--- config.mk ---
export PLATFORM = sky130hd
export DESIGN_NAME = ch_readout_sequencer
export DESIGN_NICKNAME = d
export VERILOG_FILES = /design/src/rtl/ch_readout_sequencer_pkg.sv /design/src/rtl/ch_readout_sequencer_state_sync.sv /design/src/rtl/ch_readout_sequencer.sv
export SDC_FILE = /design/constraint.sdc
export NUM_CORES = 1
export LEC_CHECK = 0
export BUFFER_PORTS_ARGS = -buffer_cell sky130_fd_sc_hd__buf_2
export CAP_MARGIN = 20
export CORE_ASPECT_RATIO = 0.7
export CORE_MARGIN = 2
export CORE_UTILIZATION = 52
export CTS_CLUSTER_DIAMETER = 30
export DETAILED_ROUTE_END_ITERATION = 12
export PLACE_DENSITY = 0.78
export SLEW_MARGIN = 20
export SYNTH_ARGS = -nofsm -noshare
export SYNTH_HDL_FRONTEND = slang
export SYNTH_SLANG_ARGS = --single-unit
--- constraint.sdc ---
create_clock -name FCLK -period 3.7 [get_ports FCLK]
set_input_delay 0.74 -clock FCLK [delete_from_list [all_inputs] [get_ports FCLK]]
set_output_delay 0.74 -clock FCLK [all_outputs]
set_load 0.01 [all_outputs]
--- src/rtl/ch_readout_sequencer_pkg.sv ---
// rtl/ch_readout_sequencer_pkg.sv - channel state, readout FSM and sampling-mode types
package ch_readout_sequencer_pkg;

    typedef enum logic [2:0] {
        STATE_INIT             = 3'd0,
        STATE_IDLE             = 3'd1,
        STATE_SAMPLING_A       = 3'd2,
        STATE_SAMPLING_A_AND_B = 3'd3,
        STATE_SAMPLING_ALL     = 3'd4,
        STATE_READOUT          = 3'd5
    } state_t;

    typedef enum logic [1:0] {
        RO_IDLE  = 2'd0,
        RO_LOAD  = 2'd1,
        RO_ISSUE = 2'd2,
        RO_DONE  = 2'd3
    } ro_state_t;

    typedef enum logic [1:0] {
        MODE_W1 = 2'd0,
        MODE_W2 = 2'd1,
        MODE_W4 = 2'd2
    } ro_mode_t;

    // Segments that fit in the four A..D banks for a given banks-per-segment mode.
    function automatic logic [2:0] mode_seg_limit(input ro_mode_t m);
        case (m)
            MODE_W2: return 3'd2;
            MODE_W4: return 3'd1;
            default: return 3'd4;
        endcase
    endfunction

    function automatic logic [2:0] mode_width(input ro_mode_t m);
        case (m)
            MODE_W2: return 3'd2;
            MODE_W4: return 3'd4;
            default: return 3'd1;
        endcase
    endfunction

endpackage

--- src/rtl/ch_readout_sequencer_state_sync.sv ---
// rtl/ch_readout_sequencer_state_sync.sv - two-stage capture of channel state with stability flag
module ch_state_sync
    import ch_readout_sequencer_pkg::*;
(
    input  logic   clk_i,
    input  logic   rst_ni,
    input  state_t state_i,
    output state_t stable_state_o,
    output logic   stable_valid_o
);

    state_t s1_q;
    state_t s2_q;

    always_ff @(posedge clk_i or negedge rst_ni) begin
        if (!rst_ni) begin
            s1_q <= STATE_INIT;
            s2_q <= STATE_INIT;
        end else begin
            s1_q <= state_i;
            s2_q <= s1_q;
        end
    end

    // A value is trusted only once it has been seen on two consecutive cycles.
    assign stable_state_o = s2_q;
    assign stable_valid_o = (s1_q == s2_q);

endmodule

--- src/rtl/ch_readout_sequencer.sv ---
// rtl/ch_readout_sequencer.sv - walks captured bank/cell addresses on readout; PSEC_RO_INCLUDE_BANK_E_EN adds bank E
module ch_readout_sequencer
    import ch_readout_sequencer_pkg::*;
#(
    parameter  int NUM_BANKS      = 5,
    parameter  int CELLS_PER_BANK = 256,
    localparam int CELL_W         = $clog2(CELLS_PER_BANK)
) (
    input  logic              FCLK,
    input  logic              RSTB,
    input  state_t            current_state,
    input  logic [2:0]        trigger_cnt,
    output logic              rd_valid,
    input  logic              rd_ready,
    output logic [2:0]        rd_bank,
    output logic [CELL_W-1:0] rd_cell,
    output logic              rd_last,
    output logic              readout_done,
    output logic              cnt_err
);

    localparam logic [CELL_W-1:0] CELL_MAX = CELL_W'(CELLS_PER_BANK - 1);
`ifdef PSEC_RO_INCLUDE_BANK_E_EN
    localparam logic [3:0] BANK_CAP = 4'(NUM_BANKS);
`else
    localparam logic [3:0] BANK_CAP = 4'(NUM_BANKS - 1);
`endif

    state_t            stable_state;
    logic              stable_valid;
    ro_state_t         st_q;
    ro_mode_t          mode_q, mode_d;
    logic              ro_flag_q, ro_flag_d, ro_rise;
    logic [2:0]        last_bank_q;
    logic              valid_q, last_q, done_q, err_q;
    logic [2:0]        bank_q;
    logic [CELL_W-1:0] cell_q;

    logic [2:0]        seg_lim, segs_d;
    logic              clamp;
    logic [3:0]        banks_raw, banks_d;
    logic [CELL_W-1:0] cell_nxt;
    logic [2:0]        bank_nxt;
    logic              last_nxt;

    ch_state_sync u_sync (
        .clk_i          (FCLK),
        .rst_ni         (RSTB),
        .state_i        (current_state),
        .stable_state_o (stable_state),
        .stable_valid_o (stable_valid)
    );

    // While the synchroniser disagrees, the readout flag holds its last trusted value.
    assign ro_flag_d = stable_valid ? (stable_state == STATE_READOUT) : ro_flag_q;
    assign ro_rise   = ro_flag_d & ~ro_flag_q;

    always_comb begin
        mode_d = mode_q;
        if (stable_valid) begin
            case (stable_state)
                STATE_SAMPLING_A:       mode_d = MODE_W1;
                STATE_SAMPLING_A_AND_B: mode_d = MODE_W2;
                STATE_SAMPLING_ALL:     mode_d = MODE_W4;
                default:                mode_d = mode_q;
            endcase
        end
    end

    always_comb begin
        seg_lim   = mode_seg_limit(mode_q);
        clamp     = (trigger_cnt > seg_lim);
        segs_d    = clamp ? seg_lim : trigger_cnt;
        banks_raw = 4'(segs_d) * 4'(mode_width(mode_q));
`ifdef PSEC_RO_INCLUDE_BANK_E_EN
        if (segs_d == seg_lim) banks_raw = banks_raw + 4'd1;
`endif
        banks_d   = (banks_raw > BANK_CAP) ? BANK_CAP : banks_raw;
    end

    always_comb begin
        cell_nxt = cell_q + 1'b1;
        bank_nxt = (cell_q == CELL_MAX) ? bank_q + 3'd1 : bank_q;
        last_nxt = (bank_nxt == last_bank_q) && (cell_nxt == CELL_MAX);
    end

    always_ff @(posedge FCLK or negedge RSTB) begin
        if (!RSTB) begin
            st_q        <= RO_IDLE;
            mode_q      <= MODE_W1;
            ro_flag_q   <= 1'b0;
            last_bank_q <= '0;
            valid_q     <= 1'b0;
            last_q      <= 1'b0;
            done_q      <= 1'b0;
            err_q       <= 1'b0;
            bank_q      <= '0;
            cell_q      <= '0;
        end else begin
            ro_flag_q <= ro_flag_d;
            mode_q    <= mode_d;
            done_q    <= 1'b0;
            case (st_q)
                RO_IDLE: begin
                    if (ro_rise) st_q <= RO_LOAD;
                end
                RO_LOAD: begin
                    if (!ro_flag_d) begin
                        st_q <= RO_IDLE;
                    end else begin
                        if (clamp) err_q <= 1'b1;
                        last_bank_q <= 3'(banks_d - 4'd1);
                        bank_q      <= '0;
                        cell_q      <= '0;
                        last_q      <= 1'b0;
                        if (segs_d == 3'd0) begin
                            st_q   <= RO_DONE;
                            done_q <= 1'b1;
                        end else begin
                            st_q    <= RO_ISSUE;
                            valid_q <= 1'b1;
                        end
                    end
                end
                RO_ISSUE: begin
                    if (!ro_flag_d) begin
                        st_q    <= RO_IDLE;
                        valid_q <= 1'b0;
                        last_q  <= 1'b0;
                        bank_q  <= '0;
                        cell_q  <= '0;
                    end else if (rd_ready) begin
                        if (last_q) begin
                            st_q    <= RO_DONE;
                            valid_q <= 1'b0;
                            done_q  <= 1'b1;
                            last_q  <= 1'b0;
                            bank_q  <= '0;
                            cell_q  <= '0;
                        end else begin
                            cell_q <= cell_nxt;
                            bank_q <= bank_nxt;
                            last_q <= last_nxt;
                        end
                    end
                end
                RO_DONE: st_q <= RO_IDLE;
                default: st_q <= RO_IDLE;
            endcase
        end
    end

    assign rd_valid     = valid_q;
    assign rd_bank      = bank_q;
    assign rd_cell      = cell_q;
    assign rd_last      = last_q;
    assign readout_done = done_q;
    assign cnt_err      = err_q;

endmodule

==> results of run 1 <==
## cell families after synthesis
kind of cell    after synthesis
compound gates               48
xor+xnor                     12
fa+ha+maj                    16
buf+inv                      17
flops                        29
mux                           5
simple gates                 74
## power by group through the flow
stage	sequential (mW)	clock (mW)	combinational, mW
2_1_floorplan	0.395	0	0.485
3_3_place_gp	0.394	0	0.651
3_5_place_dp	0.397	0	0.673
4_1_cts	0.391	0.274	0.709
5_1_grt	0.395	0.288	0.836
6_report	0.390	0.269	0.754
## cell type report
type / count / area, um2
clock buffers: 5 / 68.8
clock inverters: 3 / 22.5
fillers: 286 / 1150
inverters: 12 / 45.0
multi-input cells: 155 / 1220
flip-flops and latches: 29 / 726
well taps: 50 / 62.6
repair buffers: 37 / 224
## state kept, by name (all words and copies together) (netlist names)
signal / cells
rd_last: 1
rd_bank: 3
ro_flag_q: 1
last_bank_q: 3
mode_q: 2
readout_done: 1
u_sync.s1_q: 3
st_q: 2
rd_valid: 1
u_sync.stable_state_o: 3
rd_cell: 8
cnt_err: 1
## routing by layer
| layer | routed length (um) | part of all wire [%] | up-vias |
|---|---|---|---|
| met5 | 0 | 0 | - |
| met4 | 53 | 1.3 | 0 |
| met3 | 228 | 5.4 | 7 |
| met2 | 1910 | 45 | 57 |
| met1 | 2020 | 48 | 801 |
| li1 | - | - | 801 |
## synthesized netlist by cell type, drive strengths merged (4+ instances only)
master / number
and3: 6
nand3: 8
inv: 12
nand2: 17
ha: 15
a21oi: 13
o21ai: 7
dfrtp: 29
nand4: 4
xor2: 6
a31oi: 9
nor2: 15
nor3: 6
xnor2: 6
and2: 6
## how the worst max path moves through the flow
| stage | endpoint | start |
|---|---|---|
| after CTS | last_bank_q[2] | mode_q[1] |
| after global placement | last_bank_q[2] | trigger_cnt[2] |
| after global routing | last_bank_q[2] | mode_q[1] |
| after floorplan | last_bank_q[2] | trigger_cnt[2] |
| after detailed placement | last_bank_q[2] | trigger_cnt[2] |
| final | last_bank_q[2] | mode_q[1] |
## timing repair
item                       CTS  global route
setup buffers                2             0
pin swaps                    2             1
gates cloned                 0             0
gates resized for setup      3             7
setup endpoints to repair    2             2
## per-stage QoR
stage	std cells	power [mW]	util [%]	worst slack (ns)
6_report	291	1.41	67.4	-0.0295
2_1_floorplan	201	0.880	-	-0.0136
4_1_cts	291	1.37	66.4	-0.0195
3_5_place_dp	281	1.07	63.0	-0.168
5_1_grt	291	1.52	67.4	-0.225
3_3_place_gp	281	1.05	63.0	-0.0701
==> out/metrics.json, run 1 <==
{
  "net-switching-power": {"value": 0.570, "unit": "mW"},
  "chipHeight": {"value": 54.6, "unit": "um"},
  "worstSetupStartpointType": {"value": "flip-flop"},
  "p_int": {"value": 0.843, "unit": "mW"},
  "grt_first_pass_wirelength": {"value": 6890, "unit": "um"},
  "setup_violations": {"value": 1},
  "timing.hold.worst.start": {"value": "u_sync.s1_q[2]"},
  "num-nets-final": {"value": 265},
  "yosys_warnings": {"value": 0},
  "main_combinational_cell_family_by_area_after_synthesis": {"value": "simple AND/OR/NAND/NOR gates"},
  "antenna_found_initial": {"value": 0},
  "cts_buffers": {"value": 5},
  "initial_utilization": {"value": 54.1, "unit": "%"},
  "unrepaired_setup_endpoints_after_global_routing": {"value": "true"},
  "largest_net_degree_at_the_start_of_global_routing": {"value": 30},
  "gp_congestion": {"value": 0.884},
  "core-area": {"value": 3510, "unit": "um2"},
  "firstDrtPassIters": {"value": 5},
  "yosys-top-cells-area": {"value": "dfrtp_1, ha_1, nand2_1"},
  "groute.usage.overall": {"value": 22.0, "unit": "%"},
  "synthXorXnorAreaFrac": {"value": 5.53, "unit": "%"},
  "synth.largest_area_cell": {"value": "dfrtp_1"},
  "die-area": {"value": 4160, "unit": "um2"},
  "cts_hold_repair.buffers": {"value": 0},
  "first_global_vias": {"value": 1514},
  "nets_in_the_synthesized_netlist": {"value": 226},
  "drv.max_cap_violation_count": {"value": 0},
  "fin_setup_tns": {"value": -0.0295, "unit": "ns"},
  "post_drt_wl_per_cell": {"value": 14.5, "unit": "um"},
  "port_buffer_cells": {"value": 23},
  "powerDensity": {"value": 597, "unit": "nW/um2"},
  "timing.rr.end": {"value": "last_bank_q[2]"},
  "synthAdderAreaFrac": {"value": 10.9, "unit": "%"},
  "crit_path_cell_trace": {"value": "ha_4 > inv_2 > ha_4 > a21oi_4 > a32oi_4 > nor2_1 > nor2_1 > fa_1 > ha_2 > xor2_1 > o21a_1 > or4_4 > nand2_4 > nand2_2 > ha_4 > and3_4 > o31ai_2"},
  "critical_path.most_common_cell": {"value": "ha_4"},
  "synth-async-reset-ratio": {"value": 100, "unit": "%"},
  "postRouteAntennaNets": {"value": 0},
  "synth.avg_cell_area": {"value": 9.46, "unit": "um2"},
  "area_fraction_of_the_dominant_cell_type_after_synthesis": {"value": 38.2, "unit": "%"},
  "synthSimpleGateAreaFrac": {"value": 20.7, "unit": "%"},
  "drt_iter0_drc": {"value": 105},
  "power.combinational.fraction": {"value": 53.3, "unit": "%"},
  "globalRouteMet2Util": {"value": 37.9, "unit": "%"},
  "placementRows": {"value": 18},
  "most_used_dff_post_synth": {"value": "dfrtp_1"},
  "clockPowerShare": {"value": 19.0, "unit": "%"},
  "diodes": {"value": 0},
  "worst_clock_skew": {"value": 0.00347, "unit": "ns"},
  "worstPathBufferInverterCount": {"value": 1},
  "outcome": {"value": "finished with violations"},
  "remaining_drc_errors": {"value": 0},
  "ff2ff_path_depth": {"value": 17},
  "dpl.hpwl": {"value": 3100, "unit": "um"},
  "share_of_layout_cells_above_drive_strength_1": {"value": 28.2, "unit": "%"},
  "syn_to_final_growth": {"value": 24.6, "unit": "%"},
  "clock_latency_at_the_later_pin_of_the_worst_skew_pair": {"value": 0.29, "unit": "ns"},
  "cts.sinks": {"value": 29},
  "crit_cells": {"value": 17},
  "post_synth_inst_count": {"value": 201},
  "cpLargestDelayFamily": {"value": "adder cells"},
  "worstPathRequired": {"value": 3.90, "unit": "ns"},
  "worst_margin_pin_slew": {"value": 0.658, "unit": "ns"},
  "synth_sequential_area_ratio": {"value": 38.2, "unit": "%"},
  "critPathSlowestCell": {"value": "or4_4"},
  "clkTransAtPathRegs": {"value": 0.07, "unit": "ns"},
  "synth_enable_flop_cells": {"value": 0},
  "hold_path.class": {"value": "flip-flop to flip-flop"},
  "synth_compound_area_share": {"value": 18.2, "unit": "%"},
  "violations": {"value": "negative setup slack"},
  "seq_power_share": {"value": 27.6, "unit": "%"},
  "routed-via-count": {"value": 1666},
  "hold_slack": {"value": 0.448, "unit": "ns"},
  "synthMuxAreaShare": {"value": 2.96, "unit": "%"},
  "count_of_state_elements_after_synthesis": {"value": 29},
  "worstReg2RegStart": {"value": "mode_q[1]"},
  "maximum_clock_insertion_buffer_count": {"value": 2},
  "met1_usage": {"value": 28.0, "unit": "%"},
  "layout_commonest_cell": {"value": "dfrtp_1"},
  "postRouteWirelength": {"value": 4220, "unit": "um"},
  "post_dr_vias_cell": {"value": 5.73},
  "final_cell_mix": {"value": "dfrtp_1, buf_2, nor2_1"},
  "setup.worst_path.class": {"value": "flip-flop to flip-flop"},
  "static-leakage-power": {"value": 1.11, "unit": "nW"},
  "tritoncts": {"value": "yes"},
  "postPlaceCellArea": {"value": 2210, "unit": "um2"},
  "design_area": {"value": 2370, "unit": "um2"},
  "die_width": {"value": 76.3, "unit": "um"},
  "crit_arrival": {"value": 3.93, "unit": "ns"},
  "finalCriticalPeriod": {"value": 3.73, "unit": "ns"},
  "final-hold-violation-count": {"value": 0},
  "synth_area": {"value": 1900, "unit": "um2"},
  "cts.root.buffer_cell": {"value": "clkbuf_8"},
  "final.setup.worst_slack": {"value": -0.0295, "unit": "ns"},
  "endpoint_kind": {"value": "flip-flop"},
  "slew_violations": {"value": 0},
  "top_usage_layer": {"value": "met2"},
  "maxClockFrequency": {"value": 268, "unit": "MHz"},
  "post_route_clock_period_utilization": {"value": 101, "unit": "%"},
  "power.ir.vdd_worst": {"value": 0.302, "unit": "mV"},
  "grt.met3_usage": {"value": 4.79, "unit": "%"},
  "worst_slew_margin_rel": {"value": 55.7, "unit": "%"},
  "worstHoldPathCells": {"value": 0},
  "worst_path_largest_cell_delay": {"value": 0.50, "unit": "ns"},
  "crit_fanout": {"value": 4},
  "h_tree_levels": {"value": 2},
  "reg2reg_slack": {"value": -0.03, "unit": "ns"},
  "p_sw_share": {"value": 40.4, "unit": "%"},
  "hold_end": {"value": "u_sync.stable_state_o[2]"},
  "yosysUniqueCellTypes": {"value": 44},
  "i_o_pins": {"value": 24},
  "grt.overflow.total": {"value": 0}
}
Note: power is estimated with default switching activity, not from simulation.
==> run 2, diff against run 1 <==
--- a/config.mk
+++ b/config.mk
@@ -10,9 +10,11 @@
 export CORE_ASPECT_RATIO = 0.7
 export CORE_MARGIN = 2
 export CORE_UTILIZATION = 52
+export CTS_BUF_LIST = sky130_fd_sc_hd__clkbuf_8 sky130_fd_sc_hd__clkbuf_16
 export CTS_CLUSTER_DIAMETER = 30
 export DETAILED_ROUTE_END_ITERATION = 12
 export PLACE_DENSITY = 0.78
+export RECOVER_POWER = 25
 export SLEW_MARGIN = 20
 export SYNTH_ARGS = -nofsm -noshare
 export SYNTH_HDL_FRONTEND = slang
==> run 2 against run 1 <==
Effect of this change:
- the flow finishes with violations (max-capacitance violations, max-slew violations, negative setup slack)
- fmax barely moved
- via count is essentially flat
- flip-flop and latch count unchanged
- clock skew barely moved
- non-clock buffer count is the same
- final area barely moved
- combinational power is essentially flat
- core utilization about the same
- final cell count unchanged
- global-route usage unchanged
- register-to-register slack about the same
- clock power hardly changed
- critical path type unchanged
==> out/metrics.json, run 2 (synthesized netlist as in run 1, its figures left out) <==
{
  "tritoncts": {"value": "yes", "change": "unchanged"},
  "grt.overflow.total": {"value": 0, "change": "unchanged"},
  "power.ir.vdd_worst": {"value": 0.302, "unit": "mV", "change": "about the same"},
  "firstDrtPassIters": {"value": 5, "change": "unchanged"},
  "final-hold-violation-count": {"value": 0, "change": "unchanged"},
  "post_route_clock_period_utilization": {"value": 101, "unit": "%", "change": "about the same"},
  "seq_area": {"value": 726, "unit": "um2", "change": "unchanged"},
  "fin_setup_tns": {"value": -0.0311, "unit": "ns", "change": "was -0.0295 ns"},
  "slew_violations": {"value": 30, "change": "was 0"},
  "cts.sinks": {"value": 29, "change": "unchanged"},
  "setup.worst_path.class": {"value": "flip-flop to flip-flop", "change": "unchanged"},
  "layout_commonest_cell": {"value": "dfrtp_1", "change": "unchanged"},
  "fillerInstances": {"value": 284, "change": "was 286"},
  "placementRows": {"value": 18, "change": "unchanged"},
  "largest_net_degree_at_the_start_of_global_routing": {"value": 30, "change": "unchanged"},
  "maximum_clock_insertion_buffer_count": {"value": 2, "change": "unchanged"},
  "postRouteWirelength": {"value": 4220, "unit": "um", "change": "about the same"},
  "maxClockFrequency": {"value": 268, "unit": "MHz", "change": "about the same"},
  "outcome": {"value": "finished with violations", "change": "unchanged"},
  "crit_arrival": {"value": 3.93, "unit": "ns", "change": "about the same"},
  "antenna_found_initial": {"value": 0, "change": "unchanged"},
  "postPlaceCellArea": {"value": 2210, "unit": "um2", "change": "unchanged"},
  "initial_utilization": {"value": 54.1, "unit": "%", "change": "unchanged"},
  "remaining_drc_errors": {"value": 0, "change": "unchanged"},
  "chipHeight": {"value": 54.6, "unit": "um", "change": "unchanged"},
  "critPathLaunch": {"value": "mode_q[1]", "change": "unchanged"},
  "timing.hold.worst.start": {"value": "u_sync.s1_q[2]", "change": "unchanged"},
  "share_of_layout_cells_above_drive_strength_1": {"value": 27.8, "unit": "%", "change": "was 28.2%"},
  "largest_register_ff_count": {"value": 8, "change": "unchanged"},
  "h_tree_levels": {"value": 2, "change": "unchanged"},
  "port_buffer_cells": {"value": 23, "change": "unchanged"},
  "setup_violations": {"value": 1, "change": "unchanged"},
  "groute.usage.overall": {"value": 22.0, "unit": "%", "change": "unchanged"},
  "worst_slew_margin_rel": {"value": -3.29, "unit": "%", "change": "was 55.7%"},
  "diodes": {"value": 0, "change": "unchanged"},
  "gp_congestion": {"value": 0.884, "change": "unchanged"},
  "cts_buffers": {"value": 5, "change": "unchanged"},
  "endpoint_kind": {"value": "flip-flop", "change": "unchanged"},
  "clkTransAtPathRegs": {"value": 0.07, "unit": "ns", "change": "about the same"},
  "finalCriticalPeriod": {"value": 3.73, "unit": "ns", "change": "about the same"},
  "worstSetupStartpointType": {"value": "flip-flop", "change": "unchanged"},
  "clock_latency_at_the_later_pin_of_the_worst_skew_pair": {"value": 0.29, "unit": "ns", "change": "about the same"},
  "place_worst_setup_slack": {"value": -0.168, "unit": "ns", "change": "unchanged"},
  "cts.root.buffer_cell": {"value": "clkbuf_8", "change": "unchanged"},
  "powerDensity": {"value": 597, "unit": "nW/um2", "change": "about the same"},
  "crit_fanout": {"value": 4, "change": "unchanged"},
  "die-area": {"value": 4160, "unit": "um2", "change": "unchanged"},
  "first_global_vias": {"value": 1514, "change": "unchanged"},
  "worstPathRequired": {"value": 3.90, "unit": "ns", "change": "about the same"},
  "finish.cell_count_without_fillers": {"value": 291, "change": "unchanged"},
  "unrepaired_setup_endpoints_after_global_routing": {"value": "true", "change": "unchanged"},
  "cts_hold_repair.buffers": {"value": 0, "change": "unchanged"},
  "fin_total_pwr": {"value": 1.41, "unit": "mW", "change": "about the same"},
  "inst_count_dp": {"value": 281, "change": "unchanged"},
  "hold_slack": {"value": 0.448, "unit": "ns", "change": "unchanged"},
  "worstReg2RegStart": {"value": "mode_q[1]", "change": "unchanged"},
  "drt_iter0_drc": {"value": 105, "change": "unchanged"},
  "post_drt_wl_per_cell": {"value": 14.5, "unit": "um", "change": "about the same"},
  "violations": {"value": "max-capacitance violations, max-slew violations, negative setup slack", "change": "was negative setup slack"},
  "worst_margin_pin_slew": {"value": 1.55, "unit": "ns", "change": "was 0.658 ns"},
  "syn_to_final_growth": {"value": 24.5, "unit": "%", "change": "was 24.6%"},
  "core-area": {"value": 3510, "unit": "um2", "change": "unchanged"},
  "i_o_pins": {"value": 24, "change": "unchanged"},
  "post_dr_vias_cell": {"value": 5.72, "change": "was 5.73"},
  "hold_path.class": {"value": "flip-flop to flip-flop", "change": "unchanged"},
  "final.setup.worst_slack": {"value": -0.0311, "unit": "ns", "change": "was -0.0295 ns"},
  "num-nets-final": {"value": 265, "change": "unchanged"},
  "final_core_utilization": {"value": 67.3, "unit": "%", "change": "was 67.4%"},
  "final_cell_mix": {"value": "dfrtp_1, buf_2, nor2_1", "change": "unchanged"},
  "worst_clock_skew": {"value": 0.00340, "unit": "ns", "change": "was 0.00347 ns"},
  "die_width": {"value": 76.3, "unit": "um", "change": "unchanged"},
  "drv.max_cap_violation_count": {"value": 1, "change": "was 0"},
  "dpl.hpwl": {"value": 3100, "unit": "um", "change": "unchanged"},
  "multi_input_combinational_cell_area": {"value": 1220, "unit": "um2", "change": "unchanged"},
  "routed-via-count": {"value": 1665, "change": "was 1666"},
  "design_area": {"value": 2370, "unit": "um2", "change": "about the same"},
  "postRouteAntennaNets": {"value": 0, "change": "unchanged"},
  "static-leakage-power": {"value": 1.11, "unit": "nW", "change": "about the same"},
  "grt_first_pass_wirelength": {"value": 6890, "unit": "um", "change": "unchanged"}
}
-- run 2: where the power goes --
part | switching, mW | total [mW] | internal, mW
combinational | 0.403 | 0.754 | 0.351
clock | 0.138 | 0.269 | 0.132
sequential | 0.0303 | 0.390 | 0.360
-- run 2: worst paths after layout --
path | endpoint | slack, ns | cells after the start
min in group asynchronous | rd_cell[6] | 0.82 | 1
hold reg to reg | u_sync.stable_state_o[2] | 0.45 | 0
max in group asynchronous | ro_flag_q | 1.98 | 1
setup / recovery | last_bank_q[2] | -0.03 | 17
setup reg to reg | last_bank_q[2] | -0.03 | 17
hold / removal | u_sync.stable_state_o[2] | 0.45 | 0
-- run 2: repair_timing --
| action | 4_1_cts | 5_1_grt |
|---|---|---|
| gates cloned | 0 | 0 |
| pin swaps | 2 | 1 |
| resized for setup | 3 | 7 |
| setup buffers | 2 | 0 |
| setup endpoints to repair | 2 | 2 |
-- run 2: worst max-delay path, stage by stage, from the launching register on --
cell	delay, ns
dfrtp_1	0.42
ha_4	0.30
inv_2	0.05
ha_4	0.31
a21oi_4	0.08
a32oi_4	0.24
nor2_1	0.08
nor2_1	0.14
fa_1	0.41
ha_2	0.18
xor2_1	0.16
o21a_1	0.12
or4_4	0.50
nand2_4	0.10
nand2_2	0.07
ha_4	0.16
and3_4	0.14
o31ai_2	0.16
-- run 2: area by class of cell --
class | instances | share of cell area, %
multi-input combinational | 155 | 51.5
sequential | 29 | 30.7
timing repair buffer | 37 | 9.41
clock buffer | 5 | 2.91
tap | 50 | 2.64
inverter | 12 | 1.90
clock inverter | 3 | 0.952
-- run 2: layer usage --
metal / vias up / track usage, % / routed length (um)
met4: 0 / 8.48 / 53
met3: 7 / 4.79 / 242
met2: 58 / 37.9 / 1910
met1: 799 / 28.0 / 2020
met5: - / 0 / 0
li1: 801 / - / -
==> run 3, diff against run 2 <==
--- a/config.mk
+++ b/config.mk
@@ -9,7 +9,7 @@
 export CAP_MARGIN = 20
 export CORE_ASPECT_RATIO = 0.7
 export CORE_MARGIN = 2
-export CORE_UTILIZATION = 52
+export CORE_UTILIZATION = 55
 export CTS_BUF_LIST = sky130_fd_sc_hd__clkbuf_8 sky130_fd_sc_hd__clkbuf_16
 export CTS_CLUSTER_DIAMETER = 30
 export DETAILED_ROUTE_END_ITERATION = 12
==> constraint.sdc (replaced) <==
create_clock -name FCLK -period 3.5 [get_ports FCLK]
set_input_delay 0.7 -clock FCLK [delete_from_list [all_inputs] [get_ports FCLK]]
set_output_delay 0.7 -clock FCLK [all_outputs]
set_load 0.01 [all_outputs]
==> run 3 against run 2 <==
Effect of this change:
- the run still ends with max-capacitance violations, max-slew violations, negative setup slack left
- register-to-register slack got worse by 0.23 ns
- sequential power grew 5.9%
- non-clock buffer count grew 7
- total power grew 9.8%
- wire length increased by 4.6%
- first-iteration DRC count increased by 25%
- highest routed layer unchanged
- fmax decreased by 0.79%
- sequential share of layout area is 0.45 points lower
- die area fell by 5.1%
- setup slack worse by 0.23 ns
- core utilization grew 6.9 points
==> out/metrics.json, run 3 (synthesized netlist as in run 1, its figures left out) <==
{
  "worst_margin_pin_slew": {"value": 1.51, "unit": "ns", "change": "was 1.55 ns"},
  "setup.worst_path.class": {"value": "flip-flop to flip-flop", "change": "unchanged"},
  "crit_fanout": {"value": 4, "change": "unchanged"},
  "largest_register_ff_count": {"value": 8, "change": "unchanged"},
  "multi_input_combinational_cell_area": {"value": 1210, "unit": "um2", "change": "was 1220 um2"},
  "remaining_drc_errors": {"value": 0, "change": "unchanged"},
  "cts_hold_repair.buffers": {"value": 0, "change": "unchanged"},
  "routed-via-count": {"value": 1674, "change": "was 1665"},
  "initial_utilization": {"value": 58.8, "unit": "%", "change": "was 54.1%"},
  "finalCriticalPeriod": {"value": 3.76, "unit": "ns", "change": "was 3.73 ns"},
  "inst_count_dp": {"value": 285, "change": "was 281"},
  "tritoncts": {"value": "yes", "change": "unchanged"},
  "firstDrtPassIters": {"value": 4, "change": "was 5"},
  "worstSetupStartpointType": {"value": "flip-flop", "change": "unchanged"},
  "clock_latency_at_the_later_pin_of_the_worst_skew_pair": {"value": 0.29, "unit": "ns", "change": "about the same"},
  "final.setup.worst_slack": {"value": -0.261, "unit": "ns", "change": "was -0.0311 ns"},
  "worst_clock_skew": {"value": 0.00544, "unit": "ns", "change": "was 0.00340 ns"},
  "dpl.hpwl": {"value": 3360, "unit": "um", "change": "was 3100 um"},
  "largest_net_degree_at_the_start_of_global_routing": {"value": 30, "change": "unchanged"},
  "core-area": {"value": 3230, "unit": "um2", "change": "was 3510 um2"},
  "timing.rr.end": {"value": "last_bank_q[2]", "change": "unchanged"},
  "port_buffer_cells": {"value": 23, "change": "unchanged"},
  "num-nets-final": {"value": 272, "change": "was 265"},
  "fillerInstances": {"value": 236, "change": "was 284"},
  "drt_iter0_drc": {"value": 131, "change": "was 105"},
  "powerDensity": {"value": 647, "unit": "nW/um2", "change": "was 597 nW/um2"},
  "share_of_layout_cells_above_drive_strength_1": {"value": 31.0, "unit": "%", "change": "was 27.8%"},
  "antenna_found_initial": {"value": 0, "change": "unchanged"},
  "first_global_vias": {"value": 1603, "change": "was 1514"},
  "grt_first_pass_wirelength": {"value": 7690, "unit": "um", "change": "was 6890 um"},
  "cts_buffers": {"value": 5, "change": "unchanged"},
  "drv.max_cap_violation_count": {"value": 1, "change": "unchanged"},
  "cts.sinks": {"value": 29, "change": "unchanged"},
  "final_core_utilization": {"value": 74.3, "unit": "%", "change": "was 67.3%"},
  "power.ir.vdd_worst": {"value": 0.401, "unit": "mV", "change": "was 0.302 mV"},
  "maximum_clock_insertion_buffer_count": {"value": 2, "change": "unchanged"},
  "violations": {"value": "max-capacitance violations, max-slew violations, negative setup slack", "change": "unchanged"},
  "groute.usage.overall": {"value": 27.0, "unit": "%", "change": "was 22.0%"},
  "unrepaired_setup_endpoints_after_global_routing": {"value": "true", "change": "unchanged"},
  "diodes": {"value": 0, "change": "unchanged"},
  "seq_area": {"value": 726, "unit": "um2", "change": "unchanged"},
  "syn_to_final_growth": {"value": 26.3, "unit": "%", "change": "was 24.5%"},
  "grt.overflow.total": {"value": 0, "change": "unchanged"},
  "setup_violations": {"value": 2, "change": "was 1"},
  "worstReg2RegStart": {"value": "mode_q[1]", "change": "unchanged"},
  "fin_total_pwr": {"value": 1.55, "unit": "mW", "change": "was 1.41 mW"},
  "slew_violations": {"value": 30, "change": "unchanged"},
  "post_drt_wl_per_cell": {"value": 15.0, "unit": "um", "change": "was 14.5 um"},
  "crit_arrival": {"value": 3.96, "unit": "ns", "change": "was 3.93 ns"},
  "final_cell_mix": {"value": "dfrtp_1, buf_2, buf_4", "change": "was dfrtp_1, buf_2, nor2_1"},
  "hold_path.class": {"value": "flip-flop to flip-flop", "change": "unchanged"},
  "die_width": {"value": 74.3, "unit": "um", "change": "was 76.3 um"},
  "worstHoldPathCells": {"value": 0, "change": "unchanged"},
  "reg2reg_slack": {"value": -0.26, "unit": "ns", "change": "was -0.03 ns"},
  "worst_slew_margin_rel": {"value": -0.486, "unit": "%", "change": "was -3.29%"},
  "chipHeight": {"value": 53.2, "unit": "um", "change": "was 54.6 um"},
  "postRouteAntennaNets": {"value": 0, "change": "unchanged"},
  "cts.root.buffer_cell": {"value": "clkbuf_8", "change": "unchanged"},
  "maxClockFrequency": {"value": 266, "unit": "MHz", "change": "was 268 MHz"},
  "die-area": {"value": 3950, "unit": "um2", "change": "was 4160 um2"},
  "final-hold-violation-count": {"value": 0, "change": "unchanged"},
  "static-leakage-power": {"value": 1.14, "unit": "nW", "change": "was 1.11 nW"},
  "clkTransAtPathRegs": {"value": 0.06, "unit": "ns", "change": "was 0.07 ns"},
  "finish.cell_count_without_fillers": {"value": 295, "change": "was 291"},
  "timing.hold.worst.start": {"value": "u_sync.s1_q[2]", "change": "unchanged"},
  "h_tree_levels": {"value": 2, "change": "unchanged"},
  "gp_congestion": {"value": 0.863, "change": "was 0.884"},
  "endpoint_kind": {"value": "flip-flop", "change": "unchanged"},
  "ff2ff_path_depth": {"value": 17, "change": "unchanged"},
  "placementRows": {"value": 17, "change": "was 18"},
  "hold_slack": {"value": 0.449, "unit": "ns", "change": "was 0.448 ns"},
  "post_dr_vias_cell": {"value": 5.67, "change": "was 5.72"},
  "worstPathRequired": {"value": 3.70, "unit": "ns", "change": "was 3.90 ns"},
  "hold_end": {"value": "u_sync.stable_state_o[2]", "change": "unchanged"},
  "i_o_pins": {"value": 24, "change": "unchanged"},
  "post_route_clock_period_utilization": {"value": 107, "unit": "%", "change": "was 101%"},
  "postRouteWirelength": {"value": 4410, "unit": "um", "change": "was 4220 um"},
  "outcome": {"value": "finished with violations", "change": "unchanged"},
  "layout_commonest_cell": {"value": "dfrtp_1", "change": "unchanged"}
}
## run 3: changes by cell type in the layout (fill, tap and decap cells not counted), sizes merged
cell      previous run  this run
clkinv               0         2
clkinvlp             3         1
buf                 36        43
## run 3: per-layer routing
layer | GRT usage, % | part of all wire, % | vias up
li1 | - | - | 818
met1 | 36.3 | 47 | 801
met2 | 42.1 | 47 | 42
met3 | 6.86 | 4.7 | 13
met4 | 10.4 | 2.0 | 0
met5 | 0 | 0 | -
## run 3: worst max-delay path by stage
stage                        start             end  slack (ns)  cells after the start
CTS                      mode_q[1]  last_bank_q[2]       -0.27                     17
global placement    trigger_cnt[2]  last_bank_q[2]       -0.23                     16
detailed placement  trigger_cnt[2]  last_bank_q[2]       -0.41                     16
finish                   mode_q[1]  last_bank_q[2]       -0.26                     17
global route             mode_q[0]  last_bank_q[2]       -0.43                     18
floorplan                mode_q[1]  last_bank_q[2]       -0.20                     17
## run 3: layout make-up
type | instances | share of cell area (%)
Multi-Input combinational cell | 155 | 50.3
Sequential cell | 29 | 30.2
Timing Repair Buffer | 44 | 11.5
Clock buffer | 5 | 2.87
Tap cell | 47 | 2.45
Inverter | 12 | 1.98
Clock inverter | 3 | 0.730
## run 3: what timing repair did
item,4_1_cts,5_1_grt
gates resized for setup,6,5
pin swaps,6,1
hold endpoints to repair,0,0
setup endpoints to repair,2,3
buffers inserted,0,2
## run 3: critical path, stage by stage (launching register included)
cell and delay (ns):
dfrtp_1 0.42, ha_4 0.31, inv_4 0.04, ha_4 0.30, a21oi_4 0.08, a32oi_4 0.26
nor2_2 0.07, nor2_2 0.12, fa_1 0.45, ha_2 0.19, xor2_1 0.16, o21a_1 0.13
or4_4 0.51, nand2_4 0.09, nand2_2 0.07, ha_4 0.17, and3_4 0.14, o31ai_2 0.16
## run 3: where the power goes
group | switching, mW | leakage, nW | internal, mW
Sequential | 0.0322 | 0.369 | 0.381
Clock | 0.135 | 0.0439 | 0.137
Combinational | 0.451 | 0.724 | 0.417
## run 3: through the flow
| stage | instance area, um2 | TNS (ns) | setup WS (ns) |
|---|---|---|---|
| after detailed placement | 2270 | -0.764 | -0.412 |
| final | 2400 | -0.407 | -0.261 |
| after global placement | 2270 | -0.408 | -0.225 |
| after CTS | 2370 | -0.427 | -0.267 |
| after global routing | 2400 | -0.801 | -0.430 |
| after floorplan | 1970 | -0.340 | -0.205 |
